`src/rtl/periph_bus_pkg.sv`:
```
// Shared types and constants for the two-master peripheral bus arbiter.
package periph_bus_pkg;

    localparam int unsigned ADDR_W  = 32;
    localparam int unsigned DATA_W  = 32;
    localparam int unsigned NUM_SLV = 4;
    localparam int unsigned WAIT_W  = 3;

    localparam int unsigned SEL_DRAM = 0;
    localparam int unsigned SEL_SW   = 1;
    localparam int unsigned SEL_LED  = 2;
    localparam int unsigned SEL_DIG  = 3;

    localparam logic [11:0] OFS_DIG = 12'h000;
    localparam logic [11:0] OFS_LED = 12'h060;
    localparam logic [11:0] OFS_SW  = 12'h070;

    typedef enum logic [1:0] {
        ST_IDLE   = 2'd0,
        ST_ACCESS = 2'd1,
        ST_WAIT   = 2'd2,
        ST_DONE   = 2'd3
    } state_e;

    typedef struct packed {
        logic              we;
        logic [ADDR_W-1:0] addr;
        logic [DATA_W-1:0] wdata;
    } bus_req_t;

endpackage

```
`src/rtl/periph_bus_arbiter_if.sv`:
```
// Master-side and slave-side signals of the peripheral bus arbiter.
interface periph_bus_arbiter_if;
    import periph_bus_pkg::*;

    logic              m0_req;
    logic              m0_we;
    logic [ADDR_W-1:0] m0_addr;
    logic [DATA_W-1:0] m0_wdata;
    logic [DATA_W-1:0] m0_rdata;
    logic              m0_ack;

    logic              m1_req;
    logic              m1_we;
    logic [ADDR_W-1:0] m1_addr;
    logic [DATA_W-1:0] m1_wdata;
    logic [DATA_W-1:0] m1_rdata;
    logic              m1_ack;

    logic [NUM_SLV-1:0] s_sel;
    logic               s_we;
    logic [ADDR_W-1:0]  s_addr;
    logic [DATA_W-1:0]  s_wdata;
    logic [DATA_W-1:0]  s_rdata_dram;
    logic [DATA_W-1:0]  s_rdata_sw;
    logic [DATA_W-1:0]  s_rdata_led;
    logic [DATA_W-1:0]  s_rdata_dig;
    logic               bus_err;

    // Arbiter view
    modport slave (
        input  m0_req, m0_we, m0_addr, m0_wdata,
        input  m1_req, m1_we, m1_addr, m1_wdata,
        input  s_rdata_dram, s_rdata_sw, s_rdata_led, s_rdata_dig,
        output m0_rdata, m0_ack, m1_rdata, m1_ack,
        output s_sel, s_we, s_addr, s_wdata, bus_err
    );

    // Environment view: bus masters plus slave read data
    modport master (
        output m0_req, m0_we, m0_addr, m0_wdata,
        output m1_req, m1_we, m1_addr, m1_wdata,
        output s_rdata_dram, s_rdata_sw, s_rdata_led, s_rdata_dig,
        input  m0_rdata, m0_ack, m1_rdata, m1_ack,
        input  s_sel, s_we, s_addr, s_wdata, bus_err
    );

endinterface

```
`src/rtl/periph_addr_decode.sv`:
```
// Byte address to one-hot slave select; unmapped I/O offsets select nothing.
module periph_addr_decode
    import periph_bus_pkg::*;
#(
    parameter logic [ADDR_W-1:0] IO_BASE = 32'hFFFF_F000
) (
    input  logic [ADDR_W-1:0]  i_addr,
    output logic [NUM_SLV-1:0] o_sel_c,
    output logic               o_unmapped_c
);

    always_comb begin
        o_sel_c      = '0;
        o_unmapped_c = 1'b0;
        if (i_addr < IO_BASE) begin
            o_sel_c[SEL_DRAM] = 1'b1;
        end else begin
            case (i_addr[11:0])
                OFS_SW:  o_sel_c[SEL_SW]  = 1'b1;
                OFS_LED: o_sel_c[SEL_LED] = 1'b1;
                OFS_DIG: o_sel_c[SEL_DIG] = 1'b1;
                default: o_unmapped_c     = 1'b1;
            endcase
        end
    end

endmodule

```
`src/rtl/periph_bus_arbiter.sv`:
```
// Two-master, four-slave peripheral bus controller: round-robin grant,
// one access at a time with per-slave wait states, registered response.
module periph_bus_arbiter
    import periph_bus_pkg::*;
#(
    parameter int unsigned       DRAM_WAIT = 1,
    parameter int unsigned       IO_WAIT   = 0,
    parameter logic [ADDR_W-1:0] IO_BASE   = 32'hFFFF_F000
) (
    input logic                 clk,
    input logic                 rst,
    periph_bus_arbiter_if.slave bus
);

    localparam logic [WAIT_W-1:0] DRAM_WAIT_L = WAIT_W'(DRAM_WAIT);
    localparam logic [WAIT_W-1:0] IO_WAIT_L   = WAIT_W'(IO_WAIT);

    state_e              r_state, w_state_nxt;
    logic                r_last_grant, w_last_grant_nxt;
    logic                r_win, w_win_nxt;
    logic                r_we, w_we_nxt;
    logic                r_unmapped, w_unmapped_nxt;
    logic [WAIT_W-1:0]   r_wait_cnt, w_wait_cnt_nxt;
    logic [NUM_SLV-1:0]  r_s_sel, w_s_sel_nxt;
    logic                r_s_we, w_s_we_nxt;
    logic [ADDR_W-1:0]   r_s_addr, w_s_addr_nxt;
    logic [DATA_W-1:0]   r_s_wdata, w_s_wdata_nxt;
    logic [DATA_W-1:0]   r_m0_rdata, w_m0_rdata_nxt;
    logic [DATA_W-1:0]   r_m1_rdata, w_m1_rdata_nxt;
    logic                r_m0_ack, w_m0_ack_nxt;
    logic                r_m1_ack, w_m1_ack_nxt;
    logic                r_bus_err, w_bus_err_nxt;

    logic                w_pick;
    bus_req_t            w_req;
    logic [NUM_SLV-1:0]  w_dec_sel;
    logic                w_dec_unmapped;
    logic [WAIT_W-1:0]   w_wait_load;
    logic [DATA_W-1:0]   w_slv_rdata;
    logic                w_finish;

    // Under contention the master not served last wins, giving strict alternation
    assign w_pick = (bus.m0_req && bus.m1_req) ? ~r_last_grant : bus.m1_req;
    assign w_req  = w_pick ? bus_req_t'{bus.m1_we, bus.m1_addr, bus.m1_wdata}
                           : bus_req_t'{bus.m0_we, bus.m0_addr, bus.m0_wdata};

    periph_addr_decode #(
        .IO_BASE (IO_BASE)
    ) u_decode (
        .i_addr       (w_req.addr),
        .o_sel_c      (w_dec_sel),
        .o_unmapped_c (w_dec_unmapped)
    );

    assign w_wait_load = r_s_sel[SEL_DRAM] ? DRAM_WAIT_L : IO_WAIT_L;

    // Unmapped accesses have no select bit set and therefore read back zero
    always_comb begin
        w_slv_rdata = '0;
        if (r_s_sel[SEL_DRAM])     w_slv_rdata = bus.s_rdata_dram;
        else if (r_s_sel[SEL_SW])  w_slv_rdata = bus.s_rdata_sw;
        else if (r_s_sel[SEL_LED]) w_slv_rdata = bus.s_rdata_led;
        else if (r_s_sel[SEL_DIG]) w_slv_rdata = bus.s_rdata_dig;
    end

    always_comb begin
        w_state_nxt      = r_state;
        w_last_grant_nxt = r_last_grant;
        w_win_nxt        = r_win;
        w_we_nxt         = r_we;
        w_unmapped_nxt   = r_unmapped;
        w_wait_cnt_nxt   = r_wait_cnt;
        w_s_sel_nxt      = r_s_sel;
        w_s_we_nxt       = 1'b0;
        w_s_addr_nxt     = r_s_addr;
        w_s_wdata_nxt    = r_s_wdata;
        w_m0_rdata_nxt   = r_m0_rdata;
        w_m1_rdata_nxt   = r_m1_rdata;
        w_m0_ack_nxt     = 1'b0;
        w_m1_ack_nxt     = 1'b0;
        w_bus_err_nxt    = 1'b0;
        w_finish         = 1'b0;

        case (r_state)
            ST_IDLE: begin
                if (bus.m0_req || bus.m1_req) begin
                    w_state_nxt      = ST_ACCESS;
                    w_last_grant_nxt = w_pick;
                    w_win_nxt        = w_pick;
                    w_we_nxt         = w_req.we;
                    w_unmapped_nxt   = w_dec_unmapped;
                    w_s_sel_nxt      = w_dec_sel;
                    w_s_we_nxt       = w_req.we && !w_dec_unmapped;
                    w_s_addr_nxt     = w_req.addr;
                    w_s_wdata_nxt    = w_req.wdata;
                end
            end
            ST_ACCESS: begin
                w_wait_cnt_nxt = w_wait_load;
                if (w_wait_load == '0) w_finish    = 1'b1;
                else                   w_state_nxt = ST_WAIT;
            end
            ST_WAIT: begin
                if (r_wait_cnt <= WAIT_W'(1)) w_finish       = 1'b1;
                else                          w_wait_cnt_nxt = r_wait_cnt - WAIT_W'(1);
            end
            ST_DONE: w_state_nxt = ST_IDLE;
            default: w_state_nxt = ST_IDLE;
        endcase

        // Response is registered on entry to DONE, so ack and rdata are seen in DONE
        if (w_finish) begin
            w_state_nxt   = ST_DONE;
            w_s_sel_nxt   = '0;
            w_bus_err_nxt = r_unmapped;
            if (r_win) begin
                w_m1_ack_nxt = 1'b1;
                if (!r_we) w_m1_rdata_nxt = w_slv_rdata;
            end else begin
                w_m0_ack_nxt = 1'b1;
                if (!r_we) w_m0_rdata_nxt = w_slv_rdata;
            end
        end
    end

    always_ff @(posedge clk) begin
        if (rst) begin
            r_state      <= ST_IDLE;
            r_last_grant <= 1'b1;
            r_win        <= 1'b0;
            r_we         <= 1'b0;
            r_unmapped   <= 1'b0;
            r_wait_cnt   <= '0;
            r_s_sel      <= '0;
            r_s_we       <= 1'b0;
            r_s_addr     <= '0;
            r_s_wdata    <= '0;
            r_m0_rdata   <= '0;
            r_m1_rdata   <= '0;
            r_m0_ack     <= 1'b0;
            r_m1_ack     <= 1'b0;
            r_bus_err    <= 1'b0;
        end else begin
            r_state      <= w_state_nxt;
            r_last_grant <= w_last_grant_nxt;
            r_win        <= w_win_nxt;
            r_we         <= w_we_nxt;
            r_unmapped   <= w_unmapped_nxt;
            r_wait_cnt   <= w_wait_cnt_nxt;
            r_s_sel      <= w_s_sel_nxt;
            r_s_we       <= w_s_we_nxt;
            r_s_addr     <= w_s_addr_nxt;
            r_s_wdata    <= w_s_wdata_nxt;
            r_m0_rdata   <= w_m0_rdata_nxt;
            r_m1_rdata   <= w_m1_rdata_nxt;
            r_m0_ack     <= w_m0_ack_nxt;
            r_m1_ack     <= w_m1_ack_nxt;
            r_bus_err    <= w_bus_err_nxt;
        end
    end

    assign bus.s_sel    = r_s_sel;
    assign bus.s_we     = r_s_we;
    assign bus.s_addr   = r_s_addr;
    assign bus.s_wdata  = r_s_wdata;
    assign bus.m0_rdata = r_m0_rdata;
    assign bus.m1_rdata = r_m1_rdata;
    assign bus.m0_ack   = r_m0_ack;
    assign bus.m1_ack   = r_m1_ack;
    assign bus.bus_err  = r_bus_err;

endmodule

```
`src/flat_wrapper.sv`:
```
// flat-port wrapper written by rule: the top's interface ports become plain ports
module periph_bus_arbiter_flat import periph_bus_pkg::*;
#(
    parameter int unsigned       DRAM_WAIT = 1,
    parameter int unsigned       IO_WAIT   = 0,
    parameter logic [ADDR_W-1:0] IO_BASE   = 32'hFFFF_F000
)
  (clk, rst, bus_m0_req, bus_m0_we, bus_m0_addr, bus_m0_wdata, bus_m1_req, bus_m1_we, bus_m1_addr, bus_m1_wdata, bus_s_rdata_dram, bus_s_rdata_sw, bus_s_rdata_led, bus_s_rdata_dig, bus_m0_rdata, bus_m0_ack, bus_m1_rdata, bus_m1_ack, bus_s_sel, bus_s_we, bus_s_addr, bus_s_wdata, bus_bus_err);
  periph_bus_arbiter_if bus_i ();
  input logic clk;
  input logic rst;
  input wire logic [$bits(bus_i.m0_req)-1:0] bus_m0_req;
  input wire logic [$bits(bus_i.m0_we)-1:0] bus_m0_we;
  input wire logic [$bits(bus_i.m0_addr)-1:0] bus_m0_addr;
  input wire logic [$bits(bus_i.m0_wdata)-1:0] bus_m0_wdata;
  input wire logic [$bits(bus_i.m1_req)-1:0] bus_m1_req;
  input wire logic [$bits(bus_i.m1_we)-1:0] bus_m1_we;
  input wire logic [$bits(bus_i.m1_addr)-1:0] bus_m1_addr;
  input wire logic [$bits(bus_i.m1_wdata)-1:0] bus_m1_wdata;
  input wire logic [$bits(bus_i.s_rdata_dram)-1:0] bus_s_rdata_dram;
  input wire logic [$bits(bus_i.s_rdata_sw)-1:0] bus_s_rdata_sw;
  input wire logic [$bits(bus_i.s_rdata_led)-1:0] bus_s_rdata_led;
  input wire logic [$bits(bus_i.s_rdata_dig)-1:0] bus_s_rdata_dig;
  output wire logic [$bits(bus_i.m0_rdata)-1:0] bus_m0_rdata;
  output wire logic [$bits(bus_i.m0_ack)-1:0] bus_m0_ack;
  output wire logic [$bits(bus_i.m1_rdata)-1:0] bus_m1_rdata;
  output wire logic [$bits(bus_i.m1_ack)-1:0] bus_m1_ack;
  output wire logic [$bits(bus_i.s_sel)-1:0] bus_s_sel;
  output wire logic [$bits(bus_i.s_we)-1:0] bus_s_we;
  output wire logic [$bits(bus_i.s_addr)-1:0] bus_s_addr;
  output wire logic [$bits(bus_i.s_wdata)-1:0] bus_s_wdata;
  output wire logic [$bits(bus_i.bus_err)-1:0] bus_bus_err;
  assign bus_i.m0_req = bus_m0_req;
  assign bus_i.m0_we = bus_m0_we;
  assign bus_i.m0_addr = bus_m0_addr;
  assign bus_i.m0_wdata = bus_m0_wdata;
  assign bus_i.m1_req = bus_m1_req;
  assign bus_i.m1_we = bus_m1_we;
  assign bus_i.m1_addr = bus_m1_addr;
  assign bus_i.m1_wdata = bus_m1_wdata;
  assign bus_i.s_rdata_dram = bus_s_rdata_dram;
  assign bus_i.s_rdata_sw = bus_s_rdata_sw;
  assign bus_i.s_rdata_led = bus_s_rdata_led;
  assign bus_i.s_rdata_dig = bus_s_rdata_dig;
  assign bus_m0_rdata = bus_i.m0_rdata;
  assign bus_m0_ack = bus_i.m0_ack;
  assign bus_m1_rdata = bus_i.m1_rdata;
  assign bus_m1_ack = bus_i.m1_ack;
  assign bus_s_sel = bus_i.s_sel;
  assign bus_s_we = bus_i.s_we;
  assign bus_s_addr = bus_i.s_addr;
  assign bus_s_wdata = bus_i.s_wdata;
  assign bus_bus_err = bus_i.bus_err;
  periph_bus_arbiter #(.DRAM_WAIT(DRAM_WAIT), .IO_WAIT(IO_WAIT), .IO_BASE(IO_BASE)) u_core (.clk(clk), .rst(rst), .bus(bus_i));
endmodule
```
`config.mk`:
```
export PLATFORM = sky130hd
export DESIGN_NAME = periph_bus_arbiter_flat
export DESIGN_NICKNAME = d
export VERILOG_FILES = /design/src/rtl/periph_bus_pkg.sv /design/src/rtl/periph_bus_arbiter_if.sv /design/src/rtl/periph_addr_decode.sv /design/src/rtl/periph_bus_arbiter.sv /design/src/flat_wrapper.sv
export SDC_FILE = /design/constraint.sdc
export NUM_CORES = 1
export LEC_CHECK = 0
export ABC_CLOCK_PERIOD_IN_PS = 3000
export CORE_ASPECT_RATIO = 0.8
export CORE_MARGIN = 2
export CORE_UTILIZATION = 30
export CTS_BUF_LIST = sky130_fd_sc_hd__clkbuf_4 sky130_fd_sc_hd__clkbuf_8 sky130_fd_sc_hd__clkbuf_16
export CTS_CLUSTER_DIAMETER = 150
export DETAILED_ROUTE_END_ITERATION = 8
export GPL_ROUTABILITY_DRIVEN = 0
export PLACE_DENSITY = 0.66
export SKIP_CTS_REPAIR_TIMING = 1
export SYNTH_ARGS = -nofsm -noshare
export SYNTH_HDL_FRONTEND = slang
export SYNTH_HIERARCHICAL = 1
export SYNTH_SLANG_ARGS = --single-unit
```
`constraint.sdc`:
```
create_clock -name clk -period 3 [get_ports clk]
set_clock_uncertainty 0.05 [all_clocks]
set_input_delay 0.45 -clock clk [delete_from_list [all_inputs] [get_ports clk]]
set_output_delay 0.45 -clock clk [all_outputs]
set_load 0.02 [all_outputs]
```
==> results of run 1 <==
critical path, cell delays in order:
cell and delay, ps:
clkdlybuf4s50_1 490, a21boi_4 210, buf_12 190, mux2_2 390, nor4_4 350, and3_1 210, a211oi_1 80, buf_4 140
nor4_1 250
sequential cells by signal, indices dropped and copies added (netlist names):
register and flops:
u_core/bus.s_addr 32, u_core/bus.s_we 1, u_core/bus.m0_rdata 32, u_core/r_last_grant 1, u_core/r_wait_cnt 3, u_core/r_win 1
u_core/r_unmapped 1, u_core/bus.m1_rdata 32, u_core/bus.bus_err 1, u_core/r_state 2, u_core/bus.m0_ack 1, u_core/bus.s_sel 4
u_core/bus.m1_ack 1, u_core/r_we 1, u_core/bus.s_wdata 32
path summary, 6_finish.rpt:
kind / start / end / slack [ps] / depth (start not counted)
worst max register to register: u_core/r_last_grant$_SDFFE_PP1P_ / u_core/bus.s_we$_SDFF_PP0_ / 690 / 8
worst max-delay path: bus_m1_req / u_core/bus.s_we$_SDFF_PP0_ / 470 / 9
worst min-delay path: rst / u_core/r_wait_cnt[1]$_SDFFE_PP0P_ / 410 / 2
worst min register to register: u_core/bus.m1_rdata[12]$_SDFFE_PP0P_ / u_core/bus.m1_rdata[12]$_SDFFE_PP0P_ / 410 / 1
cell usage in the layout, fill, tap and decap left out, types with 3 or more instances in the layout:
master           instances
nand4_1                  3
nor3_1                  38
and4_1                   5
a21oi_1                 42
ha_1                     6
a221o_1                 32
mux2i_1                 34
nor2_1                 105
dfxtp_1                143
buf_4                   20
mux2_2                  32
clkbuf_16               17
o2bb2ai_1               64
nor2b_1                  3
nand2_1                 14
a22oi_1                 33
clkdlybuf4s50_1        396
inv_1                   37
clkinvlp_4               4
nand3_1                  3
o21ai_0                  4
bufinv_16                3
and3_1                   3
a211oi_1                35
layer usage:
metal	vias up	part of all wire, %	global-route usage, %
li1	3454	-	-
met4	0	1.9	6.073
met1	3286	41	25.33
met5	-	0	0
met2	258	48	36.16
met3	28	8.3	7.277
final cells by class:
class | count | area [sq um]
clock inverters | 12 | 156.4
repair buffers | 419 | 4159
inverters | 37 | 138.9
fillers | 2025 | 10190
multi-input cells | 481 | 3412
clock buffers | 20 | 460.4
flip-flops and latches | 145 | 2905
well taps | 300 | 375.4
diodes | 1 | 2.502
logic make-up (layout without fill, tap and decap cells):
logic type / Yosys count / count (layout) / share of synthesized area [%]
AO/OA/AOI/OAI: 222 / 222 / 25.54
AND/OR/NAND/NOR: 187 / 187 / 12.89
flip-flops: 145 / 145 / 43.16
buffers and inverters: 104 / 488 / 6.865
multiplexers: 66 / 66 / 10.42
adder cells (fa/ha/maj): 6 / 6 / 1.116
other: 0 / 1 / 0
metrics by stage:
step	power [W]	cell area [sq um]	hold WS [ps]	util (%)	setup slack [ps]
2_1_floorplan	0.004038	6725	378.8	-	793.4
3_3_place_gp	0.005355	10990	393.9	50.41	109.1
3_5_place_dp	0.005378	10990	395.4	50.41	62.00
4_1_cts	0.007624	11610	391.5	53.24	500.3
5_1_grt	0.007964	11610	405.4	53.25	394.0
6_report	0.007560	11610	406.3	53.25	474.3
power by group:
part | switching, W | internal, W
Combinational | 0.00157 | 0.00133
Clock | 0.000856 | 0.00137
Sequential | 0.000182 | 0.00225
==> run_results.csv, run 1 <==
group,metric,value,unit
power,leakagePower,4.291,nW
timing,maxSlewHeadroom,53.17,%
synthesis,netlist_instances,730,
detailed_routing,initialDrtViolationCount,384,
synthesis,synthArstFlopShare,0,%
timing,rsz0062_at_grt,"false",
place,post-dp-hpwl,19.95,mm
clock_network,cts_root_buf,"clkbuf_16",
clock_network,clkSinkCount,145,
grt,antenna_found_initial,1,
cells_and_area,area_growth_syn_to_layout,72.63,%
flow_run,drv_cap,0,
status,status,"complete, no violations",
place,port_buffers,397,
grt,grt-ovfl-total,0,
worst_hold_path,hold_path_class,"primary input to register",
place,dp.cells,1382,
grt,grt_pass1_vias,6798,
floorplanning,die_y,137.9,microns
cells_and_area,drive_gt1_share,9.156,%
grt,grt_usage,21.17,%
clock_network,htree_levels,4,
floorplanning,core,21800,sq um
clock_network,worstSkewPairLatency,420,ps
cells_and_area,stdcell_count,1415,
floorplanning,die_w,171.4,microns
synthesis,synth_edf_count,0,
floorplanning,num_rows,48,
timing,tns,0,ps
clock_network,clk_pin_slew,60,ps
power,max-vdd-ir-drop,0.0003356,V
detailed_routing,firstDrtPassIters,5,
synthesis,netlist_area,6725,sq um
synthesis,synthFlopType,"dfxtp_1",
detailed_routing,drtAntennaViolNets,0,
floorplanning,ios,398,
grt,grt_start_max_net_pins,66,
synthesis,ys_warn_count,6,
critical_path,cp-start-kind,"primary input",
detailed_routing,post_drt_wl_per_cell,18.59,microns
synthesis,synth_top_area_share,43.16,%
timing,fin_crit,2526,ps
synthesis,synth_area_leader_cell,"dfxtp_1",
cells_and_area,finalNetCount,1369,
clock_network,cts_buffer_depth,2,
synthesis,yosysMostFrequentCell,"dfxtp_1",
synthesis,synth_area_leaders,"dfxtp_1 43%, o2bb2ai_1 8.3%, nor2_1 5.9%, mux2_2 5.4%, mux2i_1 5.1%",
timing,fin_crit_sh,84.19,%
synthesis,avgSynthCellArea,9.213,sq um
detailed_routing,vias_per_cell,4.965,
critical_path,required,3270,ps
synthesis,yosysSeqAreaShare,43.16,%
synthesis,syn_nets,998,
timing,tightest_slew,702.4,ps
timing,finalHoldViolations,0,
floorplanning,die-area,23640,sq um
clock_network,cts_tree,"built",
grt,grt_pass1_wl,38.06,mm
timing,setup_viol,0,
synthesis,ys_ff_latch,145,
clock_network,cts_buffers,17,
timing,maxSlewViolCount,0,
synthesis,synth.distinct_cells,42,
timing,fmax,395.9,MHz
detailed_routing,drc,0,
detailed_routing,num_vias,7026,
floorplanning,start_util,30.85,%
critical_path,path_max_fanout,21,
critical_path,cp.arrival,2800,ps
critical_path,cp-end-kind,"register",
power,pwr_density_cell,651.2,nW/um^2
critical_path,worst-setup-path-type,"primary input to register",
detailed_routing,wirelength,26.30,mm
synthesis,synth_common_cells,"145 x dfxtp_1, 105 x nor2_1, 64 x o2bb2ai_1, 43 x clkbuf_1, 42 x a21oi_1",
(Power assumes the default switching activity.)
==> run 2: changes to the inputs <==
--- a/config.mk
+++ b/config.mk
@@ -5,7 +5,7 @@
 export SDC_FILE = /design/constraint.sdc
 export NUM_CORES = 1
 export LEC_CHECK = 0
-export ABC_CLOCK_PERIOD_IN_PS = 3000
+export ABC_CLOCK_PERIOD_IN_PS = 2090
 export CORE_ASPECT_RATIO = 0.8
 export CORE_MARGIN = 2
 export CORE_UTILIZATION = 30
@@ -13,7 +13,7 @@
 export CTS_CLUSTER_DIAMETER = 150
 export DETAILED_ROUTE_END_ITERATION = 8
 export GPL_ROUTABILITY_DRIVEN = 0
-export PLACE_DENSITY = 0.66
+export PLACE_DENSITY = 0.69
 export SKIP_CTS_REPAIR_TIMING = 1
 export SYNTH_ARGS = -nofsm -noshare
 export SYNTH_HDL_FRONTEND = slang
==> constraint.sdc (replaced) <==
create_clock -name clk -period 2.09 [get_ports clk]
set_clock_uncertainty 0.05 [all_clocks]
set_input_delay 0.3135 -clock clk [delete_from_list [all_inputs] [get_ports clk]]
set_output_delay 0.3135 -clock clk [all_outputs]
set_load 0.02 [all_outputs]
==> run_results.csv, run 2 (synthesis gave the netlist of run 1 again) <==
group,metric,value,unit
grt,grt_pass1_wl,37.22,mm
critical_path,cp.arrival,2600,ps
cells_and_area,fin_area,11940,sq um
grt,antenna_found_initial,1,
timing,maxSlewHeadroom,64.26,%
floorplanning,num_rows,48,
critical_path,reg2reg_to,"u_core/bus.s_sel[2]$_SDFFE_PP0P_",
place,port_buffers,397,
floorplanning,core,21800,sq um
cells_and_area,final_common_cell,"clkdlybuf4s50_1",
timing,maxSlewViolCount,0,
power,max-vdd-ir-drop,0.0005367,V
clock_network,htree_levels,4,
power,power.total,0.01078,W
detailed_routing,num_vias,7113,
cells_and_area,drive_gt1_share,12.06,%
detailed_routing,wirelength,25.74,mm
critical_path,cp-end-kind,"register",
timing,hold_ws,233.0,ps
detailed_routing,drtAntennaViolNets,0,
grt,grt_pass1_vias,6919,
clock_network,clkSinkCount,145,
timing,fmax,432.6,MHz
clock_network,cts_root_buf,"clkbuf_16",
timing,tightest_slew,536.1,ps
detailed_routing,vias_per_cell,4.950,
detailed_routing,initialDrtViolationCount,428,
critical_path,slowest_stage,"dfxtp_2",
cells_and_area,n_fill_cell,2009,
critical_path,reg2reg_from,"u_core/r_last_grant$_SDFFE_PP1P_",
clock_network,cts_buffer_depth,2,
grt,grt_start_max_net_pins,48,
timing,setup_viol,4,
clock_network,clk_pin_slew,60,ps
status,status,"finished, violations left",
flow_run,drv_cap,0,
critical_path,crit_start,"u_core/r_last_grant$_SDFFE_PP1P_",
floorplanning,die_y,137.9,microns
critical_path,crit_path_max_incr_delay,340,ps
critical_path,rrSetupSlack,-220,ps
critical_path,cp-start-kind,"register",
grt,grt-ovfl-total,0,
floorplanning,die_w,171.4,microns
place,dpl_cell_area,11210,sq um
timing,fin_crit_sh,110.6,%
floorplanning,ios,398,
status,violations,"setup timing",
timing,timing.final.ws_setup,-221.3,ps
cells_and_area,finalNetCount,1391,
timing,finalHoldViolations,0,
power,leakagePower,4.485,nW
critical_path,worstSetupEndpoint,"u_core/bus.s_sel[2]$_SDFFE_PP0P_",
critical_path,crit_chain,"a21boi_4, buf_12, buf_6, mux2_4, nor3_4, nand4_1, nor4_2, nand2_1, a21oi_1",
critical_path,worst_r2r_path_depth,9,
worst_hold_path,hold_path_class,"primary input to register",
place,post-dp-hpwl,19.47,mm
detailed_routing,drc,0,
floorplanning,die-area,23640,sq um
clock_network,cts_tree,"built",
critical_path,worst-setup-path-type,"register to register",
timing,fin_crit,2311,ps
detailed_routing,firstDrtPassIters,4,
place,preCtsSetupSlack,-615.6,ps
clock_network,worstSkewPairLatency,410,ps
cells_and_area,final_cell_mix,"393 x clkdlybuf4s50_1, 142 x dfxtp_1, 105 x nor2_1, 64 x o2bb2ai_1, 42 x a21oi_1",
timing,rsz0062_at_grt,"true",
critical_path,required,2380,ps
clock_network,cts_buffers,17,
power,pwr_density_cell,903.6,nW/um^2
floorplanning,start_util,30.85,%
detailed_routing,post_drt_wl_per_cell,17.91,microns
cells_and_area,area_growth_syn_to_layout,77.47,%
grt,grt_usage,20.41,%
critical_path,path_max_fanout,7,
==> run 2: report_power, final <==
part	internal (W)	leakage [nW]	total [W]	switching (W)
combinational	0.00209	3.03	0.00440	0.00231
clock	0.00163	0.270	0.00288	0.00125
sequential	0.00324	1.19	0.00350	0.000264
==> run 2: area by class of cell <==
cell class / instances / area, sq um / share of cell area, %
antenna: 1 / 2.502 / 0.02097
clock buffer: 20 / 466.7 / 3.910
clock inverter: 12 / 97.59 / 0.8177
inverter: 37 / 138.9 / 1.164
multi-input combinational: 481 / 3495 / 29.28
sequential: 145 / 2907 / 24.35
tap: 300 / 375.4 / 3.145
timing repair buffer: 441 / 4453 / 37.31
==> run 2: worst min path at each step <==
stage	startpoint	endpoint	slack [ps]	cells past startpoint
2_1_floorplan	u_core/r_win$_SDFFE_PP0P_	u_core/bus.m0_ack$_SDFF_PP0_	380	1
3_3_place_gp	u_core/bus.m1_rdata[18]$_SDFFE_PP0P_	u_core/bus.m1_rdata[18]$_SDFFE_PP0P_	390	1
3_5_place_dp	u_core/bus.m1_rdata[10]$_SDFFE_PP0P_	u_core/bus.m1_rdata[10]$_SDFFE_PP0P_	400	1
4_1_cts	rst	u_core/r_win$_SDFFE_PP0P_	210	2
5_1_grt	rst	u_core/r_wait_cnt[1]$_SDFFE_PP0P_	220	2
6_report	rst	u_core/r_win$_SDFFE_PP0P_	230	2
==> run 2: per-stage QoR <==
step           std cells  setup TNS, ps  util (%)
5_1_grt             1437         -987.8     54.75
3_5_place_dp        1398          -3692     51.42
3_3_place_gp        1398          -2957     51.42
6_report            1437         -353.6     54.75
2_1_floorplan        730              0         -
4_1_cts             1430         -636.4     54.01
==> run 2: metal layers <==
metal | vias to the layer above | track usage, % | part of all wire (%)
li1 | 3482 | - | -
met1 | 3340 | 24.75 | 42
met2 | 265 | 35.37 | 49
met3 | 26 | 5.993 | 7.7
met4 | 0 | 5.556 | 1.3
met5 | - | 0 | 0
==> run 2: critical path, delay by kind of cell (launching register included) <==
family,cells,cell delay [ps]
AOI/OAI and AO/OA,2,400
muxes,1,310
and+or+nand+nor,4,870
buffers and inverters,2,270
DFF,1,340
==> run 3: changes to the inputs <==
--- a/config.mk
+++ b/config.mk
@@ -10,9 +10,7 @@
 export CORE_MARGIN = 2
 export CORE_UTILIZATION = 30
 export CTS_BUF_LIST = sky130_fd_sc_hd__clkbuf_4 sky130_fd_sc_hd__clkbuf_8 sky130_fd_sc_hd__clkbuf_16
-export CTS_CLUSTER_DIAMETER = 150
 export DETAILED_ROUTE_END_ITERATION = 8
-export GPL_ROUTABILITY_DRIVEN = 0
 export PLACE_DENSITY = 0.69
 export SKIP_CTS_REPAIR_TIMING = 1
 export SYNTH_ARGS = -nofsm -noshare
==> results of run 3 <==
The final DEF is identical to that of run 2; final timing and power are the same.
==> edit 1 (settings of run 2) <==
Reset style: asynchronous (`rst`), changed in one clocked block.
--- a/src/rtl/periph_bus_arbiter.sv
+++ b/src/rtl/periph_bus_arbiter.sv
@@ -123,7 +123,7 @@
         end
     end
 
-    always_ff @(posedge clk) begin
+    always_ff @(posedge clk or posedge rst) begin
         if (rst) begin
             r_state      <= ST_IDLE;
             r_last_grant <= 1'b1;
Formal check against the unedited RTL: differs if rst is asserted again (counterexample within 4 cycles, from zero or initial values and one cycle with rst high); with rst held inactive, the same outputs for 4 cycles.
==> edit 1 against run 2 <==
  * Synthesized area up 9.9%
  * Routed wire length up 2.2%
  * Design area up 8.2%
  * Total power up 44%
  * Sequential cell count unchanged
  * Count of clock-buffer cells in the layout down 2
  * Combinational power up 85%
  * Die area up 9.6%
  * The run still ends with setup timing left
  * Worst setup slack better by 100 ps
  * Highest routed layer unchanged
==> edit 1: results (changes against run 2) <==
** Run status
- The run finished, with violations left.
- The checks that failed: setup timing.

** Power
- The leakage power figure is 5.51 nW (+23%).
- The worst-case vdd ir drop is 0.521 mV (-3.0%).
- The power in sequential cells came to 4.58 mW (+31%).
- Power density normalized to cell area :: 1200 mW/mm^2 (+33%)
- The power share of the clock group is 18.2% (-8.5 points).
- Switching component of the power :: 5.93 mW (+55%)

** STA
- The actual slew at the worst max-slew pin was 549 ps (+12.8 ps).
- The post-route worst hold slack was 158 ps (-74.8 ps).
- The sum of negative setup slack came to -461 ps (-107 ps).
- The count of endpoints failing setup in the final report is 5 (+1).
- The smallest setup slack after layout came to -119 ps (+102 ps).

** Run
- Maximum Capacitance Violations :: 0 (unchanged)

** Clock tree
- The H-tree depth came to 4 (unchanged).
- Worst-Skew Late Latency :: around 420 ps
- Num CTS Buffers :: 17 (unchanged)
- Clock tree synthesis selected as its root buffer the cell clkbuf_16.
- Clock tree buffer depth :: 2 (unchanged)
- Clock Pin Slew Worst Setup and Hold Paths :: 60 ps (about the same)

** GRT
- Number of antenna violations at the first check in global routing :: 0 (-1)
- Maximum number of pins on one net before global-route repair :: 69 (+44%)
- Wire length of the first global-routing pass :: 38700 um (+3.9%)
- The global-route usage over all layers was 18.9% (-1.5 points).
- Via count of the first global-routing pass :: 7123 (+2.9%)

** Min path
- The min-delay analysis places its worst path in the category primary input to asynchronous set/reset pin.

** Logic synthesis
- Count of warnings emitted by yosys :: 6 (unchanged)
- Commonest register cell after synthesis :: dfrtp_1
- Fraction of synthesized cell area in xor and xnor cells :: 0% (unchanged)
- Post-synthesis net count :: 973 (-2.5%)
- The share of synthesized flip-flops with an asynchronous set or reset came to 100% (+100 points).
- Mux contribution to synthesized area :: 19.4% (+8.9 points)
- Share of the yosys chip area belonging to registers :: 49.1% (+5.9 points)
- Library cells used by synthesis :: 44 (+4.8%)
- Largest cells by area after synthesis :: dfrtp_1 (49%), mux2_2 (14%), nand2_1 (8.9%)
- Compound-gate portion of the synthesized area :: 11.7% (-14 points)
- In the synthesized netlist, the cells that appear most often are nand2_1 (175), dfrtp_1 (144), mux2_2 (95).
- The adder-cell share of the synthesized area was 1.02% (-0.10 points).

** Finish
- The number of fill cells in the layout was 2216 (+10%).
- Fraction of final layout cells sized beyond drive strength 1 :: 18.3% (+6.2 points)
- The net count of the finished layout is 1394 (+0.22%).
- The antenna cell count is 0 (-1).

** Worst setup path
- Crit-path max FO :: 9 (+2)
- Flop-to-flop setup slack :: -100 ps (+120 ps)
- Worst flop-to-flop path startpoint :: u_core/r_last_grant
- In this run the critical register-to-register path is captured at u_core/bus.s_sel[3].

** Place
- Area after DPL :: 0.0121 mm^2 (+7.7%)
- DP Wirelength :: 19800 um (+1.5%)
- The count of buffers inserted at the top-level ports is 397 (unchanged).

** Detailed routing
- The number of design-rule violations left by the first detailed-router iteration came to 384 (-10%).
- DRT Wirelength :: 26300 um (+2.2%)
- Number of iterations in the first detailed-routing pass :: 4 (unchanged)
- Via count :: 7017 (-1.3%)
[edit 1: critical path, stage by stage]
cell and delay [ps]:
clkdlybuf4s50_1 480, a21boi_4 220, buf_12 150, mux2_2 380, nor4_4 340, nand4_2 190, nor3_2 220, nand2_1 80
a21oi_1 120
[edit 1: how the worst max path moves through the flow]
stage	startpoint	end	slack, ps	cells after the start
after floorplan	rst	u_core/bus.bus_err	-90	1
after global routing	bus_m1_req	u_core/bus.s_we	-200	9
after detailed placement	bus_m1_req	u_core/bus.s_sel[2]	-540	10
final	bus_m1_req	u_core/bus.s_sel[3]	-120	9
after CTS	u_core/r_last_grant	u_core/bus.s_sel[2]	-110	9
after global placement	bus_m1_req	u_core/bus.s_sel[2]	-510	9
[edit 1: layout make-up]
type | count | area [um^2] | area share (%)
well taps | 318 | 398 | 3.08
clock buffers | 18 | 439 | 3.40
multi-input cells | 503 | 3670 | 28.4
flip-flops and latches | 145 | 3630 | 28.2
clock inverters | 13 | 105 | 0.814
inverters | 6 | 26.3 | 0.204
repair buffers | 453 | 4640 | 35.9
[edit 1: cells by family (layout without fill, tap and decap cells)]
family          after synthesis  after routing
compound gates              125            125
fa+ha+maj                     6              6
buf+inv                      57            490
flops                       145            145
mux                         131            131
simple gates                241            241
[edit 1: stage by stage]
step                      instances  setup WS, ps
after floorplan                 705         -91.7
after global placement         1416          -514
after detailed placement       1416          -538
after CTS                      1447          -106
after global routing           1456          -201
final                          1456          -119
[edit 1: layer usage]
layer | track usage, % | up-vias | share of wire (%) | routed length (um)
met1 | 23.4 | 3395 | 43 | 11200
met2 | 32.3 | 250 | 49 | 12900
li1 | - | 3332 | - | -
met3 | 5.16 | 40 | 6.1 | 1600
met4 | 6.33 | 0 | 2.2 | 584
met5 | 0 | - | 0 | 0
==> edit 2 (flow settings as in run 2) <==
Without the edit above. Change the package constant `WAIT_W` from 3 to 2.
--- a/src/rtl/periph_bus_pkg.sv
+++ b/src/rtl/periph_bus_pkg.sv
@@ -4,7 +4,7 @@
     localparam int unsigned ADDR_W  = 32;
     localparam int unsigned DATA_W  = 32;
     localparam int unsigned NUM_SLV = 4;
-    localparam int unsigned WAIT_W  = 3;
+    localparam int unsigned WAIT_W  = 2;
 
     localparam int unsigned SEL_DRAM = 0;
     localparam int unsigned SEL_SW   = 1;
Function: no difference found for any inputs over 4 cycles, from zero or initial values and one cycle with rst high; that may be too few to reach the edited logic, so the function may still have changed.
==> edit 2 against run 2 <==
  * Routed wire length is 2.2% higher
  * Non-clock buffer count is 6 lower
  * Synthesized area is 3.4% higher
  * Sequential share of layout area is 0.50 points lower
  * The run still ends with setup timing left
  * Largest power group unchanged
  * Utilization is 1.3 points lower
  * Worst setup slack better by 210 ps
  * Total power is 11% higher
  * Synthesized cell count is 2.2% higher
  * Design area is 1.3% higher
  * Sequential cell count is 1 lower
  * Clock power is 6% higher
==> edit 2: results (changes against run 2) <==
** Run status
- Run status :: finished with violations
- The final reports fail on setup timing.

** Detailed routing
- Post-detailed-route wirelength per cell :: 18.1 um (+1.2%)
- Via count :: 7071 (-0.59%)
- Number of iterations in the first detailed-routing pass :: 6 (+2)

** Logic synthesis
- Compound-gate portion of the synthesized area :: 12.5% (-13 points)
- Adder-Cell Fraction of Synth Area :: 0.900% (-0.22 points)
- Mux contribution to synthesized area :: 19.3% (+8.9 points)
- The total nets after synthesis is 1013 (+1.5%).
- The sequential area share after synthesis is 41.5% (-1.7 points).
- The number of different library cells in the post-synthesis netlist was 44 (+4.8%).

** Place
- DP Wirelength :: 19700 um (+0.91%)

** STA
- Worst slew slack as a fraction of its limit :: 67.0% (+2.7 points)
- The count of endpoints failing setup in the final report came to 2 (-2).
- The smallest setup slack after layout came to -8.12 ps (+213 ps).

** Finish
- Fraction of final layout cells sized beyond drive strength 1 :: 10.6% (-1.5 points)
- Net count reported at finish :: 1400 (+0.65%)
- Antenna Cells :: 0 (-1)

** Min path
- Hold Crit Class :: flop to flop

** GRT
- The maximum number of pins on one net before global-route repair was 65 (+35%).
- Via count of the first global-routing pass :: 7173 (+3.7%)

** Worst setup path
- The largest driver fanout on the critical path was 11 (+4).
- Data arrival time of the critical path :: 2360 ps (-240 ps)

** Power
- VDD IR max :: 0.857 mV (+60%)
- The leakage power figure is 4.83 nW (+7.7%).
[edit 2: cell types whose count changed after synthesis, sizes merged, moves of 5 or more]
| cell | change |
|---|---|
| a21oi | -35 |
| a221o | -32 |
| a221oi | +30 |
| a22oi | -32 |
| inv | -33 |
| mux2i | +63 |
| nand2b | +66 |
| nor2 | -5 |
| o22ai | +32 |
| o2bb2ai | -64 |
| or3 | +33 |
[edit 2: worst paths after layout]
path,startpoint,endpoint,slack [ps]
worst min-delay path,u_core/r_unmapped,u_core/r_unmapped,410
worst max-delay path,u_core/r_last_grant,u_core/bus.s_we,-8
worst min register to register,u_core/r_unmapped,u_core/r_unmapped,410
worst max register to register,u_core/r_last_grant,u_core/bus.s_we,-8
[edit 2: power by group through the flow]
stage,clock [mW],sequential [mW],combinational [mW]
6_report,3.04,3.61,5.33
5_1_grt,3.23,3.68,5.78
4_1_cts,3.12,3.61,5.26
3_5_place_dp,0,3.66,5.23
3_3_place_gp,0,3.64,5.20
2_1_floorplan,0,4.26,2.21
[edit 2: logic make-up after synthesis]
kind of cell | after synthesis
AND/OR/NAND/NOR | 277
flip-flops | 144
multiplexers | 130
AO/OA/AOI/OAI | 118
buffers and inverters | 72
adder cells (fa/ha/maj) | 5
[edit 2: layout make-up]
type | instances | area [um^2]
Multi-Input combinational cell | 530 | 3780
Inverter | 5 | 18.8
Timing Repair Buffer | 435 | 4440
Fill cell | 2022 | 10500
Clock buffer | 18 | 439
Clock inverter | 14 | 144
Tap cell | 306 | 383
Sequential cell | 144 | 2880
[edit 2: worst max-delay path, stage by stage (launching register included)]
cell,delay (ps)
dfxtp_2,330
a21boi_4,160
buf_12,160
buf_4,170
mux2_2,360
or3_1,390
nand2_1,90
a211oi_2,80
nor4_1,200
[edit 2: layer usage]
layer	wire [um]	part of all wire, %	track usage, %
met3	1790	6.8	5.89
met4	579	2.2	6.68
met5	13	0.049	0
met1	11200	43	24.2
met2	12700	48	35.5
[edit 2: metrics by stage]
stage / power (mW) / instance area [um^2] / std cells
finish: 12.0 / 12100 / 1452
global route: 12.7 / 12100 / 1452
CTS: 12.0 / 12000 / 1449
detailed placement: 8.89 / 11400 / 1417
global placement: 8.84 / 11400 / 1417
floorplan: 6.48 / 6950 / 746
